--- src/rtl/ads131a0x_pkg.sv ---
// Shared constants for the ADS131A0x SPI responder: opcodes, lock/run states and status words.
package ads131a0x_pkg;

  typedef enum logic [1:0] {
    StPowerup  = 2'd0,
    StLocked   = 2'd1,
    StUnlocked = 2'd2,
    StRunning  = 2'd3
  } resp_state_e;

  localparam logic [15:0] CmdNull    = 16'h0000;
  localparam logic [15:0] CmdUnlock  = 16'h0655;
  localparam logic [15:0] CmdLock    = 16'h0555;
  localparam logic [15:0] CmdWakeup  = 16'h0033;
  localparam logic [15:0] CmdStandby = 16'h0022;
  localparam logic [2:0]  OpRreg     = 3'b001;
  localparam logic [2:0]  OpWreg     = 3'b010;

  localparam logic [15:0] ReadyWord  = 16'hFF04;
  localparam logic [7:0]  StatPrefix = 8'h22;
  localparam logic [4:0]  AdcEnaAddr = 5'h0F;

  // Status reply to NULL once the device has left power-up.
  function automatic logic [15:0] stat_word(resp_state_e st);
    return {StatPrefix, 6'b0, st == StRunning, (st == StUnlocked) || (st == StRunning)};
  endfunction

endpackage

--- src/rtl/ads131a0x_resp_regfile.sv ---
// 8-bit register file for the responder; out-of-range addresses read 0 and ignore writes.
module ads131a0x_resp_regfile
  import ads131a0x_pkg::*;
#(
  parameter int unsigned NUM_REGS = 16
) (
  input  logic       SPI_SCLK_Temp,
  input  logic       reset_n,
  input  logic       wr_en,
  input  logic [4:0] wr_addr,
  input  logic [7:0] wr_data,
  input  logic [4:0] rd_addr,
  output logic [7:0] rd_data,
  output logic [7:0] adc_ena
);

  localparam int unsigned IdxW = (NUM_REGS > 1) ? $clog2(NUM_REGS) : 1;

  logic [7:0] regs_q [NUM_REGS];

  always_ff @(posedge SPI_SCLK_Temp) begin
    if (!reset_n) begin
      for (int i = 0; i < int'(NUM_REGS); i++) begin
        regs_q[i] <= '0;
      end
    end else if (wr_en && (32'(wr_addr) < NUM_REGS)) begin
      regs_q[wr_addr[IdxW-1:0]] <= wr_data;
    end
  end

  always_comb begin
    rd_data = '0;
    if (32'(rd_addr) < NUM_REGS) begin
      rd_data = regs_q[rd_addr[IdxW-1:0]];
    end
  end

  always_comb begin
    adc_ena = '0;
    if (32'(AdcEnaAddr) < NUM_REGS) begin
      adc_ena = regs_q[AdcEnaAddr[IdxW-1:0]];
    end
  end

endmodule

--- src/rtl/ads131a0x_spi_responder.sv ---
// ADC-side SPI responder: decodes 16-bit commands, answers one frame later, and emits
// synthetic channel data with DRDY while running.
module ads131a0x_spi_responder
  import ads131a0x_pkg::*;
#(
  parameter int unsigned WORD_BITS = 32,
  parameter int unsigned NUM_WORDS = 1,
  parameter int unsigned NUM_REGS  = 16
) (
  input  logic        SPI_SCLK_Temp,
  input  logic        reset_n,
  input  logic        spi_cs_n,
  input  logic        spi_mosi,
  output logic        spi_miso,
  output logic        spi_drdy_n,
  output logic [1:0]  resp_state,
  output logic        cmd_strobe,
  output logic [15:0] cmd_word,
  output logic        cmd_err,
  output logic [7:0]  frame_count
);

  localparam int unsigned FrameBits = WORD_BITS * NUM_WORDS;
  localparam int unsigned CntW      = $clog2(FrameBits + 1);
  localparam logic [CntW-1:0] LastEdge   = CntW'(FrameBits);
  localparam logic [CntW-1:0] DecodeEdge = CntW'(17);

  logic [CntW-1:0]      bit_cnt_q, edge_num, miso_idx;
  logic [14:0]          cmd_sr_q;
  logic [15:0]          cmd_next;
  resp_state_e          state_q, dec_state;
  logic [15:0]          pending_q, dec_resp;
  logic                 dec_err, dec_wr, wr_en;
  logic [FrameBits-1:0] tx_q, tx_load, tx_shift;
  logic                 miso_q, drdy_n_q, strobe_q, err_q;
  logic [15:0]          cmd_word_q, sample_cnt_q;
  logic [7:0]           frame_cnt_q, rd_data, adc_ena, ena_sh;
  logic                 frame_end, decode_edge, shift_edge, unlocked_st;

  assign edge_num    = bit_cnt_q + CntW'(1);
  assign frame_end   = (edge_num == LastEdge);
  assign decode_edge = (edge_num == DecodeEdge);
  assign shift_edge  = (edge_num >= CntW'(2)) && (edge_num <= DecodeEdge);
  assign cmd_next    = {cmd_sr_q, spi_mosi};
  assign miso_idx    = LastEdge - edge_num;
  assign tx_shift    = tx_q >> miso_idx;
  assign unlocked_st = (state_q == StUnlocked) || (state_q == StRunning);
  assign wr_en       = reset_n && !spi_cs_n && decode_edge && dec_wr;

  ads131a0x_resp_regfile #(
    .NUM_REGS(NUM_REGS)
  ) u_regfile (
    .SPI_SCLK_Temp(SPI_SCLK_Temp),
    .reset_n      (reset_n),
    .wr_en        (wr_en),
    .wr_addr      (cmd_next[12:8]),
    .wr_data      (cmd_next[7:0]),
    .rd_addr      (cmd_next[12:8]),
    .rd_data      (rd_data),
    .adc_ena      (adc_ena)
  );

  always_comb begin
    dec_state = state_q;
    dec_resp  = '0;
    dec_err   = 1'b0;
    dec_wr    = 1'b0;
    if (cmd_next == CmdNull) begin
      dec_resp = (state_q == StPowerup) ? ReadyWord : stat_word(state_q);
    end else if (cmd_next == CmdUnlock) begin
      if (state_q == StPowerup || state_q == StLocked) begin
        dec_state = StUnlocked;
        dec_resp  = cmd_next;
      end else begin
        dec_err = 1'b1;
      end
    end else if (cmd_next == CmdLock) begin
      if (unlocked_st) begin
        dec_state = StLocked;
        dec_resp  = cmd_next;
      end else begin
        dec_err = 1'b1;
      end
    end else if (cmd_next == CmdWakeup) begin
      if (state_q == StUnlocked) begin
        dec_state = StRunning;
        dec_resp  = cmd_next;
      end else begin
        dec_err = 1'b1;
      end
    end else if (cmd_next == CmdStandby) begin
      if (state_q == StRunning) begin
        dec_state = StUnlocked;
        dec_resp  = cmd_next;
      end else begin
        dec_err = 1'b1;
      end
    end else if (cmd_next[15:13] == OpRreg) begin
      if (state_q != StPowerup) begin
        dec_resp = {OpRreg, cmd_next[12:8], rd_data};
      end else begin
        dec_err = 1'b1;
      end
    end else if (cmd_next[15:13] == OpWreg) begin
      if (unlocked_st) begin
        dec_wr   = 1'b1;
        dec_resp = {OpRreg, cmd_next[12:0]};
      end else begin
        dec_err = 1'b1;
      end
    end else begin
      dec_err = 1'b1;
    end
  end

  // Frame image loaded at frame end: response in word 0, enabled channels in words 1..N-1.
  always_comb begin
    ena_sh  = '0;
    tx_load = FrameBits'(pending_q) << (FrameBits - 16);
    for (int i = 1; i < int'(NUM_WORDS); i++) begin
      ena_sh = adc_ena >> (i - 1);
      if (state_q == StRunning && ena_sh[0]) begin
        tx_load = tx_load | (FrameBits'(sample_cnt_q + 16'(i))
                  << ((int'(NUM_WORDS) - 1 - i) * int'(WORD_BITS) + int'(WORD_BITS) - 16));
      end
    end
  end

  always_ff @(posedge SPI_SCLK_Temp) begin
    if (!reset_n) begin
      bit_cnt_q    <= '0;
      cmd_sr_q     <= '0;
      state_q      <= StPowerup;
      pending_q    <= '0;
      tx_q         <= '0;
      miso_q       <= 1'b0;
      drdy_n_q     <= 1'b1;
      strobe_q     <= 1'b0;
      err_q        <= 1'b0;
      cmd_word_q   <= '0;
      frame_cnt_q  <= '0;
      sample_cnt_q <= '0;
    end else if (spi_cs_n) begin
      bit_cnt_q <= '0;
      cmd_sr_q  <= '0;
      strobe_q  <= 1'b0;
      err_q     <= 1'b0;
    end else begin
      bit_cnt_q <= frame_end ? '0 : edge_num;
      miso_q    <= tx_shift[0];
      strobe_q  <= 1'b0;
      err_q     <= 1'b0;
      if (shift_edge) begin
        cmd_sr_q <= cmd_next[14:0];
      end
      if (edge_num == CntW'(1)) begin
        drdy_n_q <= 1'b1;
      end
      if (decode_edge) begin
        state_q    <= dec_state;
        pending_q  <= dec_resp;
        strobe_q   <= 1'b1;
        err_q      <= dec_err;
        cmd_word_q <= cmd_next;
        if (state_q == StRunning && dec_state != StRunning) begin
          drdy_n_q <= 1'b1;
        end
      end
      if (frame_end) begin
        tx_q        <= tx_load;
        frame_cnt_q <= frame_cnt_q + 8'd1;
        if (state_q == StRunning) begin
          drdy_n_q     <= 1'b0;
          sample_cnt_q <= sample_cnt_q + 16'd1;
        end
      end
    end
  end

  assign spi_miso    = miso_q;
  assign spi_drdy_n  = drdy_n_q;
  assign resp_state  = state_q;
  assign cmd_strobe  = strobe_q;
  assign cmd_word    = cmd_word_q;
  assign cmd_err     = err_q;
  assign frame_count = frame_cnt_q;

endmodule

--- config.mk ---
export PLATFORM = sky130hd
export DESIGN_NAME = ads131a0x_spi_responder
export DESIGN_NICKNAME = d
export VERILOG_FILES = /design/src/rtl/ads131a0x_pkg.sv /design/src/rtl/ads131a0x_resp_regfile.sv /design/src/rtl/ads131a0x_spi_responder.sv
export SDC_FILE = /design/constraint.sdc
export NUM_CORES = 1
export LEC_CHECK = 0
export CAP_MARGIN = 40
export CORE_MARGIN = 2
export CORE_UTILIZATION = 50
export CTS_BUF_LIST = sky130_fd_sc_hd__clkbuf_2
export DETAILED_ROUTE_END_ITERATION = 10
export MAX_ROUTING_LAYER = met4
export PLACE_DENSITY_LB_ADDON = 0.12
export RECOVER_POWER = 50
export SYNTH_ARGS = -nofsm -noshare
export SYNTH_HDL_FRONTEND = slang
export SYNTH_SLANG_ARGS = --single-unit
--- constraint.sdc ---
create_clock -name SPI_SCLK_Temp -period 2.6 [get_ports SPI_SCLK_Temp]
set_input_delay 0.39 -clock SPI_SCLK_Temp [delete_from_list [all_inputs] [get_ports SPI_SCLK_Temp]]
set_output_delay 0.39 -clock SPI_SCLK_Temp [all_outputs]
set_load 0.05 [all_outputs]
### Yosys cells after proc, flatten, opt, wreduce, memory -nomap -nowiden

Memories as Yosys holds them, arrays and structs flattened. A register that Yosys moved wholly into a read port is not among the register bits.
Cells that the tools add are included.

| word-level totals | value |
|---|---|
| bits in writable memories | 128 |
| register bits after elaboration | 83 |
| memories | 1 |
| input bits | 4 |
| output and inout port bits | 30 |
| logic and storage cells | 111 |

Memories:

| memory | words | width | rd ports | clocked after Yosys merged registers in | wr ports | RTL line | RTL |
|---|---|---|---|---|---|---|---|
| u_regfile.regs_q | 16 | 8 | 1 | 1 | 16 | ads131a0x_resp_regfile.sv:19 | `logic [7:0] regs_q [NUM_REGS];` |

| cells by class | value |
|---|---|
| multiplexer cells | 58 |
| order comparisons | 3 |
| reduce and logical (&&, ||, !) cells | 18 |
| equal/unequal tests | 13 |
| $add $sub $neg | 3 |
| shifts and indexed selects | 1 |
| bitwise gates (word level) | 3 |

Operators with widths:

| cell | count |
|---|---|
| 16-bit two-way mux | 11 |
| 14-bit two-way mux | 3 |
| 16-bit by 11-bit == test with 1-bit output, second input constant | 2 |
| 16-bit by 6-bit == test with 1-bit output, second input constant | 2 |
| 32-bit by 6-bit >> shifter with 1-bit output | 1 |
| 1-bit two-way mux | 30 |
| 2-bit two-way mux | 9 |
| 16-bit zero test | 1 |
| 8-bit two-way mux | 2 |
| 4-bit two-way mux | 3 |
| 8-bit by 1-bit adder with 8-bit output, second input constant | 1 |
| 8-bit OR reduction | 1 |
| 6-bit by 1-bit adder with 6-bit output, second input constant | 1 |
| 6-bit by 1-bit == test with 1-bit output, second input constant | 1 |
| 6-bit by 5-bit == test with 1-bit output, second input constant | 1 |
| 6-bit == test, second input constant | 1 |
| 6-bit by 2-bit greater-or-equal comparator with 1-bit output, second input constant | 1 |
| 6-bit by 5-bit less-or-equal comparator with 1-bit output, second input constant | 1 |
| 1-bit logical AND | 6 |
| 6-bit subtractor, first input constant | 1 |
| 5-bit < comparator, second input constant | 1 |
| 2-bit == test, second input constant | 2 |
| 2-bit AND reduction | 2 |
| 4-bit OR reduction | 1 |
| 11 further kinds | 14 |

### Logic depth before layout (Yosys ltp)

Gate-level depths: netlist of run 1.

| logic depth | value |
|---|---|
| depth in word-level cells | 17 |
| mapped depth | 10 |
| depth with buffers taken out | 8 |

### Hierarchy

From an unflattened synthesis of run 1, not the netlist that was laid out.

| second synthesis, totals | value |
|---|---|
| cells, all modules | 902 |
| area total of the unflattened synthesis | 9972.1 um2 |

By module, submodules not included:

| module | area each (um2) | cells an instance | times used | sequential area each (um2) |
|---|---|---|---|---|
| ads131a0x_resp_regfile | 6052.1 | 437 | 1 | 3843.7 |
| ads131a0x_spi_responder | 3920.0 | 465 | 1 | 1661.6 |

### Least setup slack after synthesis of run 1

OpenSTA, ideal clock, no wires.

| path | value |
|---|---|
| path type | reg2reg |
| start | reg bit_cnt_q[1] |
| end | mem u_regfile.regs_q[0][0] (enable) |
| buffers on the path | 3 |
| arrival | 2.453 ns |
| period minus slack after synthesis | 2.788 ns |
| library setup time | 0.334 ns |
| stages on the path, launching flop included | 11 |
| required time | 2.266 ns |
| path slack | -0.188 ns |
| cell sequence | dfxtp_1 ha_1 buf_2 or2_2 o32a_4 nor3_4 nand4b_4 buf_8 buf_6 nor2b_4 nand2b_1 |

RTL lines:

| what | RTL line | RTL |
|---|---|---|
| from (decl) | ads131a0x_spi_responder.sv:28 | `logic [CntW-1:0] bit_cnt_q, edge_num, miso_idx;` |
| from (signal assigned) | ads131a0x_spi_responder.sv:149 | `bit_cnt_q <= frame_end ? '0 : edge_num;` |
| to (decl) | ads131a0x_resp_regfile.sv:19 |  |

==> summary.txt, run 1 <==
Timing
  • Max-slew violations: 0
  • Worst-margin pin slew: about 0.8 ns
  • Worst Skew: around 0.06 ns
  • Final worst slack: around 0.13 ns
  • Hold Vio Cnt, Final: 0
  • Final hold slack: 0.259 ns
  • Post-layout minimum cycle time: 2.47 ns
  • Unrepaired setup endpoints after global routing: false
  • Final setup fails: 0
  • Crit share post-route: 0.950
  • Achievable frequency: 405 MHz
  • Final TNS setup: 0 ns
  • Max_slew headroom: 0.469

Critical path
  • Cells along the critical path: ha_4 > or2_4 > o32a_1 > nor3_4 > nand4b_2 > buf_12 > nor4_2 > nand2b_1 > buf_12
  • Critical Path RT: 3.12 ns
  • CP peak stage delay: 0.38 ns
  • Worst Setup End Kind: register
  • Bufs and invs on worst path: 2
  • Critical Path Fanout Max: 25
  • CP top delay family: simple AND/OR/NAND/NOR gates
  • CP Launch Type: register
  • Critical path type: register to register
  • Critical path's slowest cell: dfxtp_4
  • Worst Path Arrival: 2.99 ns
  • FF-to-FF setup slack: 0.13 ns
  • Crit-path most repeated cell: buf_12

Global routing
  • Vias in the first global route: 7251
  • M1 GR Usage: 0.311
  • Global-route wire length before repair: around 40000 um
  • Grt met2 use: 0.419
  • Remaining global-route overflow: 0
  • GR Layer Usage met3: 0.0571
  • Antenna violations before repair: 1
  • GRT Util Overall: 0.255
  • Largest net degree at the start of global routing: 27
  • Grt peak-use layer: met2

Clock network
  • H-tree levels: 2
  • Worst-path clk slew: between 0.1 and 0.15 ns
  • CTS Hold Bufs: 0
  • Worst-Skew Late Latency: ~0.82 ns
  • Root Driver: clkbuf_2
  • Max clock buf depth: 3
  • CTS buffer count: 54
  • Clock sinks: 215
  • TritonCTS clock tree: yes
  • Post-CTS Setup Inserts: 0

Cells and area
  • Finished Cell Area: 11900 um^2
  • NumNets Final: roughly 990
  • FF+latch area: 5600 um^2
  • Multi-input gate area: 4440 um^2
  • Layout area overhead: 15.1%
  • Share of cells above drive strength 1: 0.230
  • Fillers: ~1700

Synth
  • Synth Area in Adders: 0.00484
  • Sequential area share after synthesis: 0.540
  • Ys Warns: 0
  • Post-synth EDFFs: 128
  • Synth Net Count: 879
  • Top-area cell type share of the netlist area: 0.372
  • Simple-gate area share of the yosys netlist: 0.226
  • Largest family of logic cells by synthesized area: simple AND/OR/NAND/NOR gates
  • Post-Syn Area per Cell: 11.9 um^2
  • Synth cell count leaders: edfxtp_1, and2_1, dfxtp_1
  • Leading area contributor after synthesis: edfxtp_1
  • Synthesized area: just over 10000 um^2
  • Synth Area in Compound Gates: 0.0633
  • Post-Synthesis Cells: 871
  • Mux share of post-synthesis cell area: 0.125
  • Dominant synthesized flop cell: edfxtp_1
  • Synth async-reset ratio: 0
  • Synth area leaders: edfxtp_1, dfxtp_1, and2_1
  • Seq cells post-synth: 215
  • Post-synth cell types: 70
  • Most common cell in the netlist: edfxtp_1
  • Synth Area in XOR/XNOR: 0.00932

Detailed routing
  • Total routed wirelength: 26500 um
  • Post-route DRC violation count: 0
  • Antenna-violating nets left: 0
  • Pre-antenna DRT Iters: 5
  • Detailed-route via count: between 7000 and 8000
  • Routed WL per cell: 20.4 um
  • Vias per cell: 5.66
  • Drt first-iter violations: 479

Power
  • Pleak: between 4 and 5 nW
  • VDD IR max: 0.527 mV
  • Power Density: 524 nW/um^2

Floorplanning
  • Die Ht: around 150 um
  • I/O pins: 34
  • Row count: 52
  • Starting Density: 0.511
  • Die area: 21800 um^2
  • Die Wd: between 100 and 150 um
  • Core Region: between 20000 and 25000 um^2

Place
  • Port bufs: 33
  • Pre-CTS WS: -0.0337 ns
  • Post-DP HPWL: 18200 um
  • Placed cell areas: 11600 um^2
  • GPL Wtd Cong: about 0.87

Flow run
  • Max-cap viol count: 0

Status
  • Status: finished clean

Worst hold path
  • Worst Hold Class: input pin to register
[power by group]
part | total [mW] | internal (mW) | switching [mW]
clock network | 2.28 | 0.926 | 1.36
logic | 0.252 | 0.101 | 0.151
registers | 3.70 | 3.67 | 0.0340
[registers in the layout (all words and copies together) (netlist names), 2 cells and up, named ones only]
| name | count |
|---|---|
| bit_cnt_q | 6 |
| cmd_sr_q | 15 |
| cmd_word | 16 |
| frame_count | 8 |
| pending_q | 16 |
| resp_state | 2 |
| tx_q | 16 |
| u_regfile.regs_q | 128 |
[cell families (layout without fill, tap and decap cells)]
group,after synthesis,in the layout
multiplexers,85,85
AO/OA/AOI/OAI,98,98
XOR/XNOR,11,11
adder cells (fa/ha/maj),4,4
AND/OR/NAND/NOR,383,383
other,0,2
flip-flops,215,215
buffers and inverters,75,232
[cell usage in the layout, fill, tap and decap left out, types with 19 or more instances in the layout]
cell type        instances
a21oi_1                 31
and2_0                  53
and2_1                  70
buf_4                   61
clkbuf_1                20
clkbuf_2                81
clkdlybuf4s50_1         30
clkinv_1                19
dfxtp_1                 83
edfxtp_1               128
mux2i_1                 42
mux4_2                  34
nand2_1                 68
nor2_1                  59
[metal layers]
layer | wire length, um | vias up
met5 | 0 | -
met4 | 707 | 0
met3 | 1530 | 55
met2 | 13100 | 266
met1 | 11100 | 3577
li1 | - | 3457
[cell type report]
class | count | area share
clock buffers | 80 | 0.0337
diodes | 2 | 0.000421
multi-input cells | 581 | 0.374
repair buffers | 121 | 0.0814
well taps | 270 | 0.0284
inverters | 10 | 0.00316
clock inverters | 21 | 0.00905
flip-flops and latches | 215 | 0.470
[final timing paths]
| check | start | end | cells after the start |
|---|---|---|---|
| worst min register to register | cmd_word[8] | cmd_word[8] | 2 |
| worst max-delay path | bit_cnt_q[1] | u_regfile.regs_q[2][7] | 9 |
| worst min-delay path | reset_n | cmd_sr_q[3] | 4 |
| worst max register to register | bit_cnt_q[1] | u_regfile.regs_q[2][7] | 9 |
[through the flow]
stage / power, mW / instances / utilization
4_1_cts: 6.30 / 1298 / 0.597
3_5_place_dp: 4.03 / 1197 / 0.571
2_1_floorplan: 3.92 / 871 / -
5_1_grt: 6.51 / 1300 / 0.588
3_3_place_gp: 4.03 / 1197 / 0.571
6_report: 6.23 / 1300 / 0.588
[worst register-to-register path, delay by kind of cell (launching register included)]
kind                     cells  cell delay [ns]
flip-flops                   1             0.38
AND/OR/NAND/NOR              5             1.05
buffers and inverters        2             0.34
AO/OA/AOI/OAI                1             0.23
adder cells (fa/ha/maj)      1             0.20
[what timing repair did]
action,in CTS,in global routing
gates resized for setup,4,4
endpoints found under the setup margin,44,35
pin swaps,0,2
Power figures use the tool's default switching activity.
==> run 2, diff against run 1 <==
--- a/config.mk
+++ b/config.mk
@@ -10,6 +10,7 @@
 export CORE_UTILIZATION = 50
 export CTS_BUF_LIST = sky130_fd_sc_hd__clkbuf_2
 export DETAILED_ROUTE_END_ITERATION = 10
+export GPL_TIMING_DRIVEN = 0
 export MAX_ROUTING_LAYER = met4
 export PLACE_DENSITY_LB_ADDON = 0.12
 export RECOVER_POWER = 50
==> run 2 against run 1 <==
The flow now finishes with violations (setup timing). Core utilization is 1.2 points higher. Cell count increased by 0.31%. Critical path type unchanged. Fmax fell by 6.9%. Via count rose by 1.0%. Total power is 0.87% lower. Critical endpoint is now u_regfile.regs_q[13][3]. Sequential power hardly changed. Critical path depth increased by 1. Non-clock buffer count is 17 higher. Die area is the same. Register-to-register slack worse by 0.18 ns.
==> summary.txt, run 2 (synthesis results as in run 1) <==
Floorplanning
  • Die Wd: 148 um
  • Core Region: 20200 um^2
  • Die area: 21800 um^2
  • Die Ht: around 150 um
  • Row count: 52
  • Starting Density: 0.511
  • I/O pins: 34

Timing
  • Unrepaired setup endpoints after global routing: true
  • Hold Vio Cnt, Final: 0
  • Achievable frequency: 377 MHz
  • Final TNS setup: -0.352 ns
  • Worst-margin pin slew: 0.910 ns
  • Max_slew headroom: 0.393
  • Worst Skew: 0.127 ns
  • Post-layout minimum cycle time: 2.65 ns
  • Max-slew violations: 0
  • Crit share post-route: 1.02
  • Final worst slack: -0.0539 ns
  • Final setup fails: 13

Clock network
  • CTS Hold Bufs: 0
  • Worst-Skew Late Latency: around 0.9 ns
  • Worst-path clk slew: 0.11 ns
  • Root Driver: clkbuf_2
  • TritonCTS clock tree: yes
  • CTS buffer count: 54
  • Clock sinks: 215
  • H-tree levels: 2
  • Max clock buf depth: 3

Detailed routing
  • Routed WL per cell: 21.6 um
  • Drt first-iter violations: about 660
  • Total routed wirelength: 28200 um
  • Vias per cell: 5.70
  • Pre-antenna DRT Iters: 5
  • Post-route DRC violation count: 0
  • Detailed-route via count: 7432
  • Antenna-violating nets left: 0

Flow run
  • Max-cap viol count: 0

Critical path
  • FF-to-FF setup slack: -0.05 ns
  • R2r endpoint: u_regfile.regs_q[13][3]
  • Worst Path Arrival: 3.20 ns
  • Critical path's slowest cell: o32a_4
  • CP Launch Type: register
  • Cells along the critical path: buf_6 > and3b_2 > o32a_4 > nor3_4 > nand4b_4 > buf_12 > buf_16 > buf_12 > nor3_4 > nand2b_4
  • Critical Path RT: between 3 and 4 ns
  • Critical path type: register to register
  • CP peak stage delay: roughly 0.4 ns
  • Bufs and invs on worst path: 4
  • Cells on worst reg2reg path: 10
  • Worst Setup End Kind: register
  • R2r startpoint: bit_cnt_q[1]
  • Critical Path Fanout Max: 8
  • CP top delay family: simple AND/OR/NAND/NOR gates

Global routing
  • Antenna violations before repair: 1
  • Global-route wire length before repair: 43300 um
  • Remaining global-route overflow: 0
  • Largest net degree at the start of global routing: 16
  • GRT Util Overall: 0.270
  • Vias in the first global route: 7501

Cells and area
  • Finished Cell Area: 12100 um^2
  • Finished Layout Cells: 1304
  • Largest register FFs: 128
  • Util after Layout: 0.600
  • NumNets Final: 1008
  • Commonest non-fill, non-tap cell in the layout: edfxtp_1
  • Most frequent cells in the layout: edfxtp_1, and2_1, clkbuf_2
  • Layout area overhead: 17.5%
  • Fillers: 1689
  • Top reg by flops: u_regfile.regs_q
  • Share of cells above drive strength 1: 0.242

Status
  • Status: finished, violations left
  • Failing checks: setup timing

Worst hold path
  • Hold Crit Depth: 3
  • Hold path startpoint: spi_cs_n
  • Worst Hold Class: input pin to register
  • Worst hold endpoint: spi_miso

Power
  • Power Density: 509 nW/um^2
  • VDD IR max: between 0.3 and 0.4 mV
  • Pleak: roughly 4.5 nW

Place
  • GPL Wtd Cong: 0.931
  • Placed cell areas: 11200 um^2
  • Post-DP HPWL: about 20000 um
  • Port bufs: 33
  • Pre-CTS WS: -1.31 ns
  • Cell count after placement: 1181
-- run 2: changes by cell type in the layout (fill, tap and decap cells not counted), sizes merged --
cell           change
inv                +1
diode              -1
clkinv            -10
buf                -6
clkdlybuf4s50      +3
dlygate4sd2        -2
clkbuf            +19
-- run 2: what timing repair did --
item                       in CTS  in global routing
setup endpoints to repair     263                 67
gates resized for setup        27                 31
pin swaps                      15                 12
buffers inserted               16                 21
-- run 2: report_power, final --
group          internal, mW  total (mW)  switching, mW
combinational        0.0944       0.260          0.166
clock                 0.893        2.23           1.33
sequential             3.66        3.69         0.0273
total                  4.65        6.18           1.53
-- run 2: layout make-up --
class | count | area [um^2] | area share
Inverter | 10 | 37.5 | 0.00309
Buffer | 61 | 337 | 0.0277
Clock inverter | 12 | 82.6 | 0.00680
Clock buffer | 77 | 385 | 0.0317
Timing Repair Buffer | 77 | 756 | 0.0622
Antenna cell | 1 | 2.50 | 0.000206
Tap cell | 270 | 338 | 0.0278
Multi-Input combinational cell | 581 | 4610 | 0.380
Sequential cell | 215 | 5600 | 0.461
-- run 2: worst max path at each step --
stage | startpoint | to | slack, ns | depth (start not counted)
after CTS | register | pending_q[4] | 0.0009 | 8
after floorplan | bit_cnt_q[0] | u_regfile.regs_q[12][0] | 0.01 | 8
final | bit_cnt_q[1] | u_regfile.regs_q[13][3] | -0.05 | 10
after global placement | reset_n | u_regfile.regs_q[2][4] | -1.26 | 7
after global routing | bit_cnt_q[1] | u_regfile.regs_q[10][6] | -0.05 | 10
after detailed placement | reset_n | u_regfile.regs_q[1][1] | -1.31 | 7
-- run 2: stage by stage --
stage	hold WS, ns	power [mW]
after floorplan	0.436	3.92
after global placement	0.444	4.00
after detailed placement	0.446	4.02
after CTS	0.307	6.22
after global routing	0.343	6.43
final	0.343	6.18
-- run 2: routing by layer --
metal  global-route usage  vias up  share of wire
li1                     -     3473              -
met1                0.336     3643           0.41
met4               0.0880        0          0.027
met3               0.0401       57          0.055
met2                0.456      259           0.51
met5                    -        -              0
-- run 2: tightest hold or removal path, cell delays in order --
cell and delay, ns:
clkdlybuf4s50_1 0.52, nand3_1 0.11, o31ai_1 0.07
==> run 3, diff against run 2 <==
--- a/config.mk
+++ b/config.mk
@@ -9,6 +9,7 @@
 export CORE_MARGIN = 2
 export CORE_UTILIZATION = 50
 export CTS_BUF_LIST = sky130_fd_sc_hd__clkbuf_2
+export CTS_CLUSTER_SIZE = 24
 export DETAILED_ROUTE_END_ITERATION = 10
 export GPL_TIMING_DRIVEN = 0
 export MAX_ROUTING_LAYER = met4
==> run 3 against run 2 <==
Clock-buffer cell count unchanged. Total power down 0.18%. The flow now finishes without violations. Critical endpoint is now u_regfile.regs_q[15][3]. Highest routed layer unchanged. Fmax grew 3.2%. Final area is 0.42% lower.
==> summary.txt, run 3 (synthesis results as in run 1) <==
Detailed routing
  • Drt first-iter violations: between 600 and 700
  • Pre-antenna DRT Iters: 7
  • Total routed wirelength: 28000 um
  • Vias per cell: 5.67
  • Routed WL per cell: 21.4 um
  • Post-route DRC violation count: 0
  • Detailed-route via count: 7434
  • Antenna-violating nets left: 0

Critical path
  • Worst Path Arrival: 3.14 ns
  • Critical Path Fanout Max: 8
  • Worst Setup End Kind: register
  • Critical Path RT: 3.16 ns
  • CP Launch Type: register
  • Critical path type: register to register

Worst hold path
  • Worst Hold Class: input pin to register

Cells and area
  • NumNets Final: about 1000
  • Layout area overhead: 17.0%
  • Share of cells above drive strength 1: 0.237
  • Commonest non-fill, non-tap cell in the layout: edfxtp_1
  • Largest register FFs: 128
  • Fillers: between 1500 and 2000
  • Top reg by flops: u_regfile.regs_q
  • Most frequent cells in the layout: edfxtp_1, and2_1, clkbuf_2
  • Finished Cell Area: 12100 um^2

Flow run
  • Max-cap viol count: 0

Clock network
  • CTS buffer count: 55
  • H-tree levels: 2
  • Clock sinks: 215
  • Max clock buf depth: 3
  • TritonCTS clock tree: yes
  • Root Driver: clkbuf_2
  • Worst-path clk slew: 0.10 ns
  • Worst-Skew Late Latency: 0.89 ns
  • CTS Hold Bufs: 0

Global routing
  • Vias in the first global route: 7496
  • Largest net degree at the start of global routing: 17
  • Remaining global-route overflow: 0
  • Antenna violations before repair: 1
  • GRT Util Overall: 0.270
  • Global-route wire length before repair: approximately 43000 um

Timing
  • Final worst slack: 0.0273 ns
  • Achievable frequency: 389 MHz
  • Hold Vio Cnt, Final: 0
  • Max-slew violations: 0
  • Max_slew headroom: 0.394
  • Worst Skew: ~0.11 ns
  • Unrepaired setup endpoints after global routing: true
  • Final TNS setup: 0 ns
  • Crit share post-route: 0.990
  • Final setup fails: 0
  • Post-layout minimum cycle time: 2.57 ns
  • Worst-margin pin slew: 0.909 ns

Place
  • Placed cell areas: 11200 um^2
  • GPL Wtd Cong: 0.931
  • Pre-CTS WS: -1.31 ns
  • Port bufs: 33
  • Post-DP HPWL: ~20000 um

Floorplanning
  • Row count: 52
  • Core Region: 20200 um^2
  • Starting Density: 0.511
  • I/O pins: 34
  • Die Ht: 148 um
  • Die Wd: approximately 150 um
  • Die area: 21800 um^2

Power
  • Design Power: 6.17 mW
  • Pleak: 4.48 nW
  • VDD IR max: 0.325 mV
  • Power Density: 510 nW/um^2

Status
  • Status: finished clean
-- run 3: power by group --
part,switching (mW),internal [mW]
Combinational,0.164,0.0922
Sequential,0.0268,3.66
Clock,1.40,0.824
-- run 3: per-layer routing --
layer | wire length, um | global-route usage | vias to the layer above | part of all wire
met5 | 0 | - | - | 0
li1 | - | - | 3475 | -
met2 | 14200 | 0.451 | 243 | 0.51
met4 | 897 | 0.0976 | 0 | 0.032
met1 | 11600 | 0.336 | 3658 | 0.41
met3 | 1350 | 0.0426 | 58 | 0.048
-- run 3: per-stage QoR --
| step | cells | utilization | hold slack, ns |
|---|---|---|---|
| 6_report | 1311 | 0.598 | 0.337 |
| 5_1_grt | 1311 | 0.598 | 0.318 |
| 4_1_cts | 1297 | 0.589 | 0.300 |
| 3_5_place_dp | 1181 | 0.553 | 0.446 |
| 3_3_place_gp | 1174 | 0.549 | 0.444 |
| 2_1_floorplan | 871 | - | 0.436 |
-- run 3: critical path, stage by stage (launching register included) --
cell	delay, ns
dfxtp_4	0.38
buf_6	0.12
and3b_2	0.21
o32a_4	0.39
nor3_4	0.26
nand4b_4	0.14
buf_12	0.18
buf_16	0.15
nor3_4	0.25
nand2b_4	0.24
-- run 3: cell type report --
class                      count  area [um^2]  share of cell area
timing repair buffer          72          711              0.0588
inverter                      10         37.5             0.00310
multi-input combinational    581         4590               0.380
tap                          270          338              0.0279
antenna                        1         2.50            0.000207
clock inverter                23          101             0.00838
sequential                   215         5600               0.463
clock buffer                  77          385              0.0319
buffer                        62          330              0.0273
-- run 3: final timing paths --
check | slack, ns | startpoint | cells past startpoint | endpoint
max | 0.03 | bit_cnt_q[1] | 9 | u_regfile.regs_q[15][3]
min reg2reg | 0.46 | cmd_word[13] | 2 | cmd_word[13]
max reg2reg | 0.03 | bit_cnt_q[1] | 9 | u_regfile.regs_q[15][3]
min | 0.34 | spi_cs_n | 3 | spi_miso
-- run 3: what timing repair did --
| item | 4_1_cts | 5_1_grt |
|---|---|---|
| gates resized for setup | 28 | 21 |
| setup endpoints to repair | 265 | 77 |
| pin swaps | 17 | 7 |
| gates cloned | 0 | 1 |
| buffers inserted | 17 | 14 |
